File: src/rtl/piezo_tone_rx.sv
// piezo_tone_rx: measures the rising-edge period of the piezo drive, classifies
// it as one of four alert notes and reports each finished note with its length.
module piezo_tone_rx #(
    parameter bit FAST_SIM = 1'b1
) (
    input  logic        clk,
    input  logic        rst_n,
    input  logic        piezo,
    input  logic        piezo_n,
    input  logic        err_clr,
    output logic [2:0]  cur_note,
    output logic        note_vld,
    output logic [2:0]  note_code,
    output logic [15:0] note_cyc,
    output logic        diff_err
);
    localparam int DIV = FAST_SIM ? 512 : 1;
    localparam int NP1 = 31888 / DIV;
    localparam int NP2 = 23890 / DIV;
    localparam int NP3 = 18961 / DIV;
    localparam int NP4 = 15944 / DIV;
    localparam logic [16:0] TIMEOUT = 17'(2 * NP1);

    typedef enum logic [1:0] {SILENT, ARM, CONFIRM, TONE} state_t;

    state_t      state;
    logic [1:0]  s_p, s_n;
    logic        prev_p, rise, tmo;
    logic [16:0] per_cnt;
    logic [2:0]  cls, cand;
    logic [15:0] cyc_cnt;

    function automatic logic in_win(input logic [16:0] p, input int np);
        int d;
        d = int'(p) - np;
        return (d <= (np >>> 4)) && (d >= -(np >>> 4));
    endfunction

    always_comb begin
        rise = s_p[1] & ~prev_p;
        tmo  = per_cnt == TIMEOUT;
        cls  = in_win(per_cnt, NP1) ? 3'd1 :
               in_win(per_cnt, NP2) ? 3'd2 :
               in_win(per_cnt, NP3) ? 3'd3 :
               in_win(per_cnt, NP4) ? 3'd4 : 3'd0;
    end

    // piezo_n synchronizer idles at 1 so a healthy idle pair does not flag diff_err
    always_ff @(posedge clk or negedge rst_n) begin
        if (!rst_n) begin
            s_p       <= 2'b00;
            s_n       <= 2'b11;
            prev_p    <= 1'b0;
            per_cnt   <= '0;
            state     <= SILENT;
            cand      <= '0;
            cyc_cnt   <= '0;
            cur_note  <= '0;
            note_vld  <= 1'b0;
            note_code <= '0;
            note_cyc  <= '0;
            diff_err  <= 1'b0;
        end else begin
            s_p      <= {s_p[0], piezo};
            s_n      <= {s_n[0], piezo_n};
            prev_p   <= s_p[1];
            per_cnt  <= rise ? 17'd1 : (tmo ? per_cnt : per_cnt + 17'd1);
            diff_err <= (s_p[1] == s_n[1]) ? 1'b1 : (err_clr ? 1'b0 : diff_err);
            note_vld <= 1'b0;
            case (state)
                SILENT: if (rise) state <= ARM;
                ARM: begin
                    if (rise && cls != 3'd0) begin
                        state   <= CONFIRM;
                        cand    <= cls;
                        cyc_cnt <= 16'd1;
                    end else if (!rise && tmo) state <= SILENT;
                end
                CONFIRM: begin
                    if (rise) begin
                        if (cls == cand) begin
                            state    <= TONE;
                            cur_note <= cand;
                            cyc_cnt  <= 16'd2;
                        end else if (cls != 3'd0) begin
                            cand    <= cls;
                            cyc_cnt <= 16'd1;
                        end else state <= ARM;
                    end else if (tmo) state <= SILENT;
                end
                TONE: begin
                    if (rise && cls == cur_note) begin
                        cyc_cnt <= (cyc_cnt == 16'hFFFF) ? cyc_cnt : cyc_cnt + 16'd1;
                    end else if (rise || tmo) begin
                        note_vld  <= 1'b1;
                        note_code <= cur_note;
                        note_cyc  <= cyc_cnt;
                        cur_note  <= 3'd0;
                        cand      <= cls;
                        cyc_cnt   <= 16'd1;
                        state     <= !rise ? SILENT : (cls != 3'd0 ? CONFIRM : ARM);
                    end
                end
                default: state <= SILENT;
            endcase
        end
    end
endmodule
File: config.mk
export PLATFORM = sky130hd
export DESIGN_NAME = piezo_tone_rx
export DESIGN_NICKNAME = d
export VERILOG_FILES = /design/src/rtl/piezo_tone_rx.sv
export SDC_FILE = /design/constraint.sdc
export NUM_CORES = 1
export LEC_CHECK = 0
export CORE_MARGIN = 8
export CORE_UTILIZATION = 62
export DETAILED_ROUTE_END_ITERATION = 6
export DONT_BUFFER_PORTS = 1
export PLACE_DENSITY = 0.81
export SKIP_CTS_REPAIR_TIMING = 1
export SYNTH_ARGS = -nofsm -noshare
export SYNTH_HDL_FRONTEND = slang
export SYNTH_SLANG_ARGS = --single-unit
File: constraint.sdc
create_clock -name clk -period 10 [get_ports clk]
set_clock_uncertainty 0.15 [all_clocks]
set_input_delay 2.5 -clock clk [delete_from_list [all_inputs] [get_ports clk]]
set_output_delay 2.5 -clock clk [all_outputs]
set_load 0.02 [all_outputs]
==> flow_metrics.tcl <==
set metrics [dict create \
    cts_inserted_buffers 9 \
    htreeDepth 3 \
    drt-wirelength-per-cell_um 18.5 \
    root_buffer "clkbuf_8" \
    crit_chain "inv_1, ha_1, nand2b_1, a21bo_2, a211o_1, a21bo_2, o31ai_1, or4b_1, a22o_1, nor3_1, or3_1, nand3_2, mux2_1" \
    grt_pass1_vias 3487 \
    crit_type "flip-flop to flip-flop" \
    worstMarginPinSlew_ns 1.14 \
    outcome "finished clean" \
    final_common_cell "dfrtp_1" \
    yosys_register_bits 67 \
    final_cell_mix "65 x dfrtp_1, 46 x nand2_1, 36 x nor2_1, 23 x o21ai_0, 19 x a21oi_1" \
    drc 0 \
    yosysUniqueCellTypes 79 \
    dr.pass1.iters 5 \
    wl_mm 10.4 \
    cp-end-kind "flip-flop" \
    setup_slack_ns 4.70 \
    drive_above_1_share_pct 12.0 \
    synth_edf_count 0 \
    area_growth_pct 3.54 \
    coreArea_um2 6830 \
    clk_path_buf_depth 2 \
    p_leak_nw 1.96 \
    grt_pass1_wl_mm 17.4 \
    antenna_found_initial 0 \
    ios 29 \
    grt_usage_pct 21.6 \
    cap_violations 0 \
    finalSetupViolations 0 \
    max_freq_mhz 189 \
    numPortBuffers 0 \
    vias 3698 \
    vdd_drop_max_mv 0.149 \
    synthMuxAreaShare_pct 6.10 \
    vias_per_cell 6.58 \
    synth_top_family_by_area "simple AND/OR/NAND/NOR gates" \
    hold_viol 0 \
    syn_nets 494 \
    cp_slowest_stage_delay_ns 0.88 \
    ys.flop_type "dfrtp_1" \
    cp-start-kind "flip-flop" \
    grt_max_degree 68 \
    ys_seq_area_share_pct 38.0 \
    power_density_nw_per_um2 142 \
    fin_setup_tns_ns 0 \
    synth_area_um2 4410 \
    synth_fa_ha_area_share_pct 1.70 \
    start_util_pct 64.6 \
    period_needed_ns 5.30 \
    cpMaxStageDelayCell "or3_1" \
    fp.dieH_um 100 \
    drv_slew 0 \
    hold_path_class "flip-flop to flip-flop" \
    dr.first_iter.drc_count 430 \
    timing.slew.headroom_pct 23.8 \
    rsz0062_at_grt "false" \
    insertedDiodeCount 0 \
    overflow 0 \
    syn_inst 483 \
    required_ns 10.07 \
    rows 30 \
    cp.arrival_ns 5.37 \
    nNetsFinal 472 \
    synth-simple-area-share_pct 24.7 \
    dieArea_um2 10100 \
    cts.sinks 67 \
    synth_xor_area_share_pct 6.15 \
    tritoncts "done" \
    hpwl_mm 7.22 \
    fin_crit_sh_pct 53.0 \
    synth_compound_area_share_pct 18.5 \
    avgSynthCellArea_um2 9.14 \
    crit_path_frequent_cell "a21bo_2" \
    gp_congestion 1.01 \
    fp.dieW_um 100 \
    critical_path.top_delay_family "simple AND/OR/NAND/NOR gates" \
    dp_slack_ns 4.76 \
    cp_max_fo 25 \
    synth_warnings 0 \
    ys_async_sr_fraction_pct 100 \
    worst-path-buf-inv 1 \
    ant_nets 0 \
    insertion_delay_ns 0.34 \
    clk_pin_slew_worst_paths_ns 0.07 \
]
-- power by group --
part / internal [W] / leakage [nW] / switching (W)
clock: 0.000122 / 0.0987 / 0.000106
combinational: 0.0000448 / 0.953 / 0.0000657
sequential: 0.000280 / 0.910 / 0.0000288
-- cell usage after synthesis (all sizes together), types with 3 or more instances --
cell	n	area, um^2
a21boi	7	52.6
or4	4	33.8
nand3b	3	22.5
a21oi	19	95.1
xor2	17	149
o311ai	6	52.6
and2	6	37.5
o31a	3	26.3
dfrtp	65	1630
nand2b	10	62.6
nand3	16	85.1
clkbuf	16	60.1
nor2	37	141
xnor2	14	123
o31ai	12	100
a2111oi	4	47.6
and3	9	56.3
mux2i	4	40.0
nand2	46	173
o41ai	3	26.3
or3	10	62.6
nor4	9	77.6
mux2	20	229
inv	10	37.5
or2	4	25.0
o21a	6	45.0
o21ai	23	115
ha	6	75.1
nand4	13	81.3
nor3	12	76.3
nor2b	7	43.8
buf	18	113
-- per-layer routing --
metal | global-route usage [%] | vias up | part of all wire (%)
met2 | 31.8 | 174 | 46
met5 | 0 | - | 0
li1 | - | 1733 | -
met3 | 6.85 | 34 | 8.9
met1 | 28.3 | 1757 | 42
met4 | 9.42 | 0 | 3.0
-- final cells by class --
type	instances	area, um^2
clock inverters	6	63.8
clock buffers	10	138
fillers	556	2260
flip-flops and latches	67	1680
inverters	10	37.5
well taps	96	120
multi-input cells	372	2520
repair buffers	1	7.51
-- cells by family after synthesis --
kind of cell               after synthesis
AOI/OAI and AO/OA                      113
and+or+nand+nor                        198
xor gates and xnor gates                31
adders and majority gates                6
DFF                                     67
buffers and inverters                   44
muxes                                   24
-- worst paths after layout --
check | start | end | slack, ns | cells after the start
worst min-delay path | s_p[0] | s_p[1] | 0.20 | 0
worst min register to register | s_p[0] | s_p[1] | 0.20 | 0
min in group asynchronous | rst_n | per_cnt[1] | 1.70 | 0
max in group asynchronous | rst_n | s_n[1] | 7.79 | 0
worst max register to register | per_cnt[0] | cand[2] | 4.70 | 13
worst max-delay path | per_cnt[0] | cand[2] | 4.70 | 13
-- worst reg2reg max path: stages, from the launching register on --
cell and delay [ns]:
dfrtp_1 0.49, inv_1 0.12, ha_1 0.32, nand2b_1 0.21, a21bo_2 0.26, a211o_1 0.31, a21bo_2 0.23, o31ai_1 0.44
or4b_1 0.48, a22o_1 0.28, nor3_1 0.38, or3_1 0.88, nand3_2 0.24, mux2_1 0.39
-- registers in the layout, summed over array words and instances, names as in the netlist --
name and count:
cyc_cnt 16, s_p 2, note_code 3, cur_note 3, note_vld 1, state 2, s_n 2, note_cyc 16
cand 3, diff_err 1, prev_p 1, per_cnt 17
-- metrics by stage --
stage	hold WS (ns)	total power [W]	instances	utilization [%]	area, um^2
6_report	0.204	0.000647	562	66.9	4570
3_5_place_dp	0.190	0.000421	546	63.9	4370
2_1_floorplan	0.181	0.000397	483	-	4410
4_1_cts	0.207	0.000650	562	66.9	4570
5_1_grt	0.213	0.000681	562	66.9	4570
3_3_place_gp	0.185	0.000419	546	63.9	4370
Power figures use the tool's default switching activity.
